===== src/rtl/seq_shifter.sv =====
// Multicycle shift unit: moves the operand one bit position per clock and
// pulses done for one cycle once the captured amount has been consumed.
module seq_shifter (
  input  logic        clk,
  input  logic        reset,
  input  logic        start,
  input  logic [2:0]  op,
  input  logic [31:0] src,
  input  logic [31:0] amt_in,
  output logic [31:0] result,
  output logic        busy,
  output logic        done
);

  typedef enum logic [1:0] {IDLE, SHIFT, DONE} state_t;

  state_t      state;
  logic [4:0]  count;
  logic [2:0]  opReg;

  // Only the low five bits of the amount word are meaningful.
  logic unusedAmtHi;
  assign unusedAmtHi = ^amt_in[31:5];

  function automatic logic [31:0] stepOnce(input logic [2:0] o, input logic [31:0] v);
    case (o)
      3'b000:  stepOnce = {v[30:0], 1'b0};
      3'b001:  stepOnce = {1'b0, v[31:1]};
      3'b010:  stepOnce = {v[31], v[31:1]};
      3'b011:  stepOnce = {v[30:0], v[31]};
      3'b100:  stepOnce = {v[0], v[31:1]};
      default: stepOnce = v;
    endcase
  endfunction

  always_ff @(posedge clk or negedge reset) begin
    if (!reset) begin
      state  <= IDLE;
      result <= '0;
      busy   <= 1'b0;
      done   <= 1'b0;
      count  <= '0;
      opReg  <= '0;
    end else begin
      case (state)
        IDLE, DONE: begin
          if (start) begin
            result <= src;
            count  <= amt_in[4:0];
            opReg  <= op;
            state  <= SHIFT;
            busy   <= 1'b1;
            done   <= 1'b0;
          end else begin
            state <= IDLE;
            busy  <= 1'b0;
            done  <= 1'b0;
          end
        end
        SHIFT: begin
          if (count != 5'd0) begin
            result <= stepOnce(opReg, result);
            count  <= count - 5'd1;
          end else begin
            // Last SHIFT cycle leaves result untouched and hands off to DONE.
            state <= DONE;
            busy  <= 1'b0;
            done  <= 1'b1;
          end
        end
        default: begin
          state <= IDLE;
          busy  <= 1'b0;
          done  <= 1'b0;
        end
      endcase
    end
  end

endmodule


===== config.mk =====
export PLATFORM = sky130hd
export DESIGN_NAME = seq_shifter
export DESIGN_NICKNAME = d
export VERILOG_FILES = /design/src/rtl/seq_shifter.sv
export SDC_FILE = /design/constraint.sdc
export NUM_CORES = 1
export LEC_CHECK = 0
export CAP_MARGIN = 0
export CELL_PAD_IN_SITES_DETAIL_PLACEMENT = 2
export CELL_PAD_IN_SITES_GLOBAL_PLACEMENT = 2
export CORE_ASPECT_RATIO = 0.9
export CORE_MARGIN = 5
export CORE_UTILIZATION = 22
export CTS_BUF_LIST = sky130_fd_sc_hd__clkbuf_4
export CTS_CLUSTER_DIAMETER = 120
export DETAILED_ROUTE_END_ITERATION = 10
export PLACE_DENSITY_LB_ADDON = 0.1
export REMOVE_ABC_BUFFERS = 1
export SYNTH_ARGS = -nofsm -noshare
export SYNTH_HDL_FRONTEND = slang
export SYNTH_SLANG_ARGS = --single-unit

===== constraint.sdc =====
create_clock -name clk -period 1.8 [get_ports clk]
set_input_delay 0.36 -clock clk [delete_from_list [all_inputs] [get_ports clk]]
set_output_delay 0.36 -clock clk [all_outputs]
set_load 0.02 [all_outputs]

==> metrics.md, run 1 <==
| Metric | Value |
|---|---|
| Final net count | `525` |
| Post-synthesis xor/xnor area fraction | `0.647%` |
| Reg power frac | `20.2%` |
| Outcome | `finished, violations left` |
| Crit start category | `flop` |
| Root Driver | `clkbuf_4` |
| Average wire per standard cell | `18.8 µm` |
| Die ar. | `0.0146 mm²` |
| Via density | `5.01` |
| Post-route DRC | `0` |
| Detailed Place HPWL | `7.46 mm` |
| Mux cell area share after synthesis | `1.94%` |
| Cts bufs inserted | `5` |
| Critical path class | `reg2reg` |
| Antenna Violating Nets Remaining | `0` |
| Hold WC Path Type | `in2async` |
| Crit share post-route | `108%` |
| # fillers | `1371` |
| Die width | `127 µm` |
| Global-route wire length before repair | `18.5 mm` |
| Setup WS post-layout | `-0.139 ns` |
| Worst EP arrival | `2.21 ns` |
| Floorplan row count | `38` |
| Flops & latches, synth | `43` |
| Crit path max fanout | `7` |
| Combinational Power Share | `73.8%` |
| Port bufs | `76` |
| P_leak | `0.00204 µW` |
| Reg-to-reg startpoint | `count[0]` |
| Remaining Overflow, GRT | `0` |
| TritonCTS clock tree | `built` |
| Die height | `115 µm` |
| Synth Area in Compound Gates | `22.7%` |
| Layout cells sized above 1 | `24.8%` |
| Gr usage total | `15.9%` |
| Max cap viols | `0` |
| Setup slack, reg-to-reg | `-0.14 ns` |
| Sw Share | `48.0%` |
| Slew Limit Fails | `0` |
| CTS sink count | `43` |
| Routed wire length | `11.5 mm` |
| Mapped Area | `0.00271 mm²` |
| Post-route cell area | `0.00448 mm²` |
| Worst r2r path cells | `9` |
| Post-Synth Simple-Gate Area | `28.7%` |
| # diodes | `0` |
| Slew HR | `57.7%` |
| Synthesized instance count | `346` |
| Clk pwr share | `5.9%` |
| # IOs | `104` |
| YS warnings | `0` |
| Yosys top cell area share | `39.8%` |
| Slew @ Worst Pin | `0.632 ns` |
| Largest net degree at the start of global routing | `32` |
| Final core occ | `37.1%` |
| P&R area growth vs syn | `65.4%` |
| PwrDens | `2490 mW/mm²` |
| Clock Skew | `0.0329 ns` |
| Starting Density | `22.4%` |
| Final setup viols | `37` |
| H-tree depth | `2` |
| Unrepaired setup endpoints after global routing | `yes` |
| Crit. End Element | `flop` |
| Storage cell area | `0.00108 mm²` |
| First drt pass iteration count | `4` |
| Post-synthesis adder-cell area fraction | `0.462%` |
| CP Data Required Time | `2.07 ns` |
| Reg-to-Reg End | `result[1]` |
| DRT iter0 DRCs | `121` |
| Reg clk slew, reported paths | `0.17 ns` |
| Initial antenna violation count | `0` |
| Clock latency on the worst-skew pair | `0.40 ns` |
| Clk buf depth | `2` |
| Register area share after synthesis | `39.8%` |
| Peak supply drop | `0.788 mV` |
| Top post-synthesis cells by area | `dfrtp_1 (40%), nand2_1 (13%), o41ai_1 (10%), and3_1 (6.9%), o22ai_1 (6.9%)` |
| Fmax | `516 MHz` |
| Setup_tns | `-2.98 ns` |
| Failing checks | `setup timing` |
| Vias | `3082` |
| Final Power | `11100 µW` |
| Vias in the first global route | `3419` |
| Area occupied by multi-input gates | `0.00174 mm²` |
| GPL Wtd Cong | `0.760` |
| Final Hold Viols | `0` |
| Post-Place Setup Slack | `-0.246 ns` |
| Switch Pwr | `5340 µW` |
| Largest family of logic cells by synthesized area | `simple AND/OR/NAND/NOR gates` |
| Yosys top cell by area | `dfrtp_1` |
| Yosys cell types | `32` |
| Minimum clock period | `1.94 ns` |
| Core ar. | `0.0121 mm²` |
| Placed inst area | `0.00385 mm²` |
| Mean post-synth cell area | `7.82 µm²` |
| Internal cell power | `5790 µW` |
area by class of cell:
| type | count | share of cell area, % |
|---|---|---|
| Clock buffer | 5 | 0.838 |
| Clock inverter | 3 | 0.866 |
| Sequential cell | 43 | 24.1 |
| Tap cell | 160 | 4.47 |
| Multi-Input combinational cell | 267 | 38.8 |
| Inverter | 5 | 0.419 |
| Timing Repair Buffer | 132 | 30.5 |
power by group through the flow:
stage                     Clock, µW  Combinational, µW  Sequential (µW)
final                           661               8220             2250
after global routing            734               8940             2380
after CTS                       692               7760             2260
after detailed placement          0               6430             2250
after global placement            0               6280             2250
after floorplan                   0               3070             2560
state kept, by name, summed over array words and instances (netlist names):
signal and cells:
opReg 3, count 5, result 32, state 2
done 1
logic make-up (layout without fill, tap and decap cells):
| logic type | Yosys count | in the layout |
|---|---|---|
| AOI/OAI and AO/OA | 82 | 82 |
| xor gates and xnor gates | 2 | 2 |
| adders and majority gates | 1 | 1 |
| buffers and inverters | 36 | 145 |
| DFF | 43 | 43 |
| muxes | 5 | 5 |
| and+or+nand+nor | 177 | 177 |
critical path: stages (launching register included):
cell and delay (ns):
dfrtp_1 0.42, inv_2 0.09, ha_4 0.14, or4b_4 0.49
a31oi_4 0.19, buf_6 0.14, buf_6 0.12, buf_12 0.14
nand2_4 0.05, o41ai_4 0.05
what timing repair did:
action	4_1_cts	5_1_grt
pin swaps	12	9
endpoints found under the hold margin	17	0
endpoints found under the setup margin	68	37
buffers inserted	8	9
hold buffers	1	0
gates cloned	4	1
gates resized for setup	85	22
cells in the mapped netlist:
cell and count:
nand2_1 94, dfrtp_1 43, nor2_1 39, o41ai_1 31
and3_1 30, o22ai_1 30, buf_2 18, clkbuf_1 13
o21ai_0 8, inv_1 5, a21oi_1 4, mux2i_1 3
nand3_1 3, a221oi_1 2, mux2_2 2, nand2b_1 2
nor2b_1 2, nor3_1 2, or3_1 2, a211oi_1 1
a21oi_4 1, a22oi_1 1, a31oi_4 1, a41oi_1 1
ha_1 1, nor3b_1 1, o211ai_1 1, o31ai_1 1
or2_1 1, or4b_4 1, xnor2_1 1, xor2_1 1
cells in the final DEF, fill, tap and decap left out, drive strengths merged, types with 5 or more instances in the layout:
cell,count
a21oi,5
clkdlybuf4s50,43
and3,30
dlygate4sd2,32
inv,5
nand2,94
o21ai,8
dfrtp,43
o41ai,31
o22ai,30
nor2,39
buf,55
clkbuf,6
per-stage QoR:
step | hold WS [ns] | std cells
floorplan | 0.0644 | 315
global placement | 0.355 | 584
detailed placement | 0.350 | 584
CTS | 0.441 | 605
global route | 0.462 | 615
finish | 0.429 | 615
routing by layer:
metal / up-vias / routed length, µm / GRT usage (%)
li1: 1465 / - / -
met1: 1559 / 5600 / 21.1
met2: 50 / 5550 / 27.4
met3: 8 / 294 / 2.42
met4: 0 / 99 / 3.43
met5: - / 0 / 0
how the worst max path moves through the flow:
stage | start | to | depth (start not counted)
after global routing | count[0] | result[2] | 9
after floorplan | state[0] | result[10] | 3
after global placement | count[1] | result[21] | 7
after CTS | count[1] | result[2] | 9
after detailed placement | count[0] | result[13] | 7
final | count[0] | result[1] | 9
(Power assumes the default switching activity.)
==> run 2: changes to the inputs <==
Settings changed: CORE_MARGIN 5 to 2.
==> run 2 against run 1 <==
The run still ends with setup timing left. Clock power shrank 26%. Critical path depth fell by 1. Largest cell class unchanged. Critical endpoint is now result[5]. Global-route usage up 2.1 points.
==> metrics.md, run 2 (synthesis gave the netlist of run 1 again) <==
| Metric | Value |
|---|---|
| Worst EP arrival | `2.22 ns` |
| Initial antenna violation count | `0` |
| Largest Register | `result` |
| TritonCTS clock tree | `built` |
| Commonest non-fill, non-tap cell in the layout | `nand2_1` |
| Crit start category | `flop` |
| Post-route cell area | `0.00461 mm²` |
| Slew @ Worst Pin | `0.691 ns` |
| Clock Skew | `0.0127 ns` |
| Crit share post-route | `108%` |
| Clock latency on the worst-skew pair | `0.37 ns` |
| Outcome | `finished, violations left` |
| Global-route wire length before repair | `18.5 mm` |
| Port bufs | `76` |
| Vias | `3120` |
| Die height | `109 µm` |
| Worst-path cell chain | `inv_2 > ha_4 > or4b_4 > a31oi_4 > buf_12 > clkbuf_16 > nand2_4 > o41ai_2` |
| Crit. End Element | `flop` |
| Routed wire length | `12.3 mm` |
| CP top delay family | `simple AND/OR/NAND/NOR gates` |
| Peak supply drop | `0.759 mV` |
| First drt pass iteration count | `4` |
| Met3 Track Usage GR | `2.88%` |
| # diodes | `0` |
| Hold WC Path Type | `in2async` |
| Dpl cells | `584` |
| DRT iter0 DRCs | `87` |
| Post-route DRC | `0` |
| Slew Limit Fails | `0` |
| Crit path max fanout | `8` |
| Gr usage total | `18.0%` |
| Top flop regs | `result: 32 flops, count: 5 flops, opReg: 3 flops` |
| Fmax | `514 MHz` |
| Largest stage delay on the critical path | `0.49 ns` |
| Max cap viols | `0` |
| GPL Wtd Cong | `0.692` |
| # IOs | `104` |
| Final net count | `519` |
| PwrDens | `2550 mW/mm²` |
| Vias in the first global route | `3280` |
| Detailed Place HPWL | `7.07 mm` |
| Remaining Overflow, GRT | `0` |
| Largest net degree at the start of global routing | `44` |
| H-tree depth | `2` |
| Minimum clock period | `1.94 ns` |
| Placed inst area | `0.00388 mm²` |
| P_leak | `0.00217 µW` |
| Die ar. | `0.0132 mm²` |
| Failing checks | `setup timing` |
| Clk buf depth | `2` |
| Via density | `5.13` |
| P&R area growth vs syn | `70.5%` |
| Average wire per standard cell | `20.3 µm` |
| CTS sink count | `43` |
| CP Data Required Time | `2.07 ns` |
| Final core occ | `38.4%` |
| Post-Layout Cell Count | `608` |
| Floorplan row count | `38` |
| Grt peak-use layer | `met2` |
| Crit-path slowest cell | `or4b_4` |
| Layout cells sized above 1 | `28.6%` |
| Post-Place Setup Slack | `-0.199 ns` |
| Final setup viols | `36` |
| WP buf/inv | `3` |
| Cts bufs inserted | `5` |
| Commonest non-fill, non-tap cells in the layout | `nand2_1 (70), clkdlybuf4s50_1 (43), dfrtp_1 (39), nor2_1 (38), buf_4 (31)` |
| Die width | `121 µm` |
| # fillers | `1342` |
| Reg clk slew, reported paths | `0.14 ns` |
| Flip-flop count of the largest register after layout | `32` |
| Final Hold Viols | `0` |
| Critical path class | `reg2reg` |
| Starting Density | `22.5%` |
| Root Driver | `clkbuf_4` |
| Unrepaired setup endpoints after global routing | `yes` |
| GR Util met2 | `29.6%` |
| Setup WS post-layout | `-0.145 ns` |
| Met1 Track Usage GR | `25.0%` |
| Core ar. | `0.0120 mm²` |
| Antenna Violating Nets Remaining | `0` |
| Slew HR | `53.8%` |
-- run 2: cell types whose count changed in the layout (fill, tap and decap cells not counted), sizes merged --
cell	delta
buf	-10
dlygate4sd2	-6
dlymetal6s2s	+6
clkbuf	+4
bufinv	-1
-- run 2: area by class of cell --
cell class | count | area [µm²] | share of cell area (%)
clock buffers | 5 | 37.5 | 0.813
clock inverters | 2 | 8.76 | 0.190
inverters | 5 | 18.8 | 0.407
multi-input cells | 267 | 1890 | 40.9
flip-flops and latches | 43 | 1080 | 23.4
well taps | 160 | 200 | 4.34
repair buffers | 126 | 1380 | 29.9
-- run 2: through the flow --
| step | hold slack, ns | setup TNS [ns] | total power, µW |
|---|---|---|---|
| 2_1_floorplan | 0.0644 | -52.52 | 5630 |
| 3_3_place_gp | 0.376 | -4.66 | 8610 |
| 3_5_place_dp | 0.379 | -5.03 | 8830 |
| 4_1_cts | 0.493 | -3.71 | 10200 |
| 5_1_grt | 0.487 | -6.38 | 12600 |
| 6_report | 0.487 | -3.88 | 11800 |
-- run 2: repair_timing --
item | in CTS | in global routing
hold buffers | 1 | 0
hold endpoints to repair | 43 | 0
pin swaps | 3 | 7
resized for setup | 52 | 67
setup buffers | 7 | 1
setup endpoints to repair | 62 | 43
gates cloned | 3 | 5
-- run 2: final timing paths --
kind                       cells past startpoint  slack [ns]  startpoint         end
max in group asynchronous                      3        1.07       reset  result[29]
max                                            8       -0.14    count[0]   result[5]
max reg2reg                                    8       -0.14    count[0]   result[5]
min in group clk                               1        0.54    count[4]    count[4]
min                                            3        0.49       reset  result[12]
min reg2reg                                    1        0.54    count[4]    count[4]
-- run 2: tightest hold or removal path: cells and delay by family --
family / cells / cell delay (ns)
buf+inv: 3 / 0.91
-- run 2: routing by layer --
metal	vias up	part of all wire, %
met5	-	0
met4	0	0.63
met3	8	2.9
met2	51	49
met1	1606	47
li1	1455	-
-- run 2: where the power goes --
part | switching, µW | total [µW] | internal [µW]
Sequential | 798 | 2310 | 1510
Combinational | 4650 | 8960 | 4310
Clock | 350 | 490 | 139
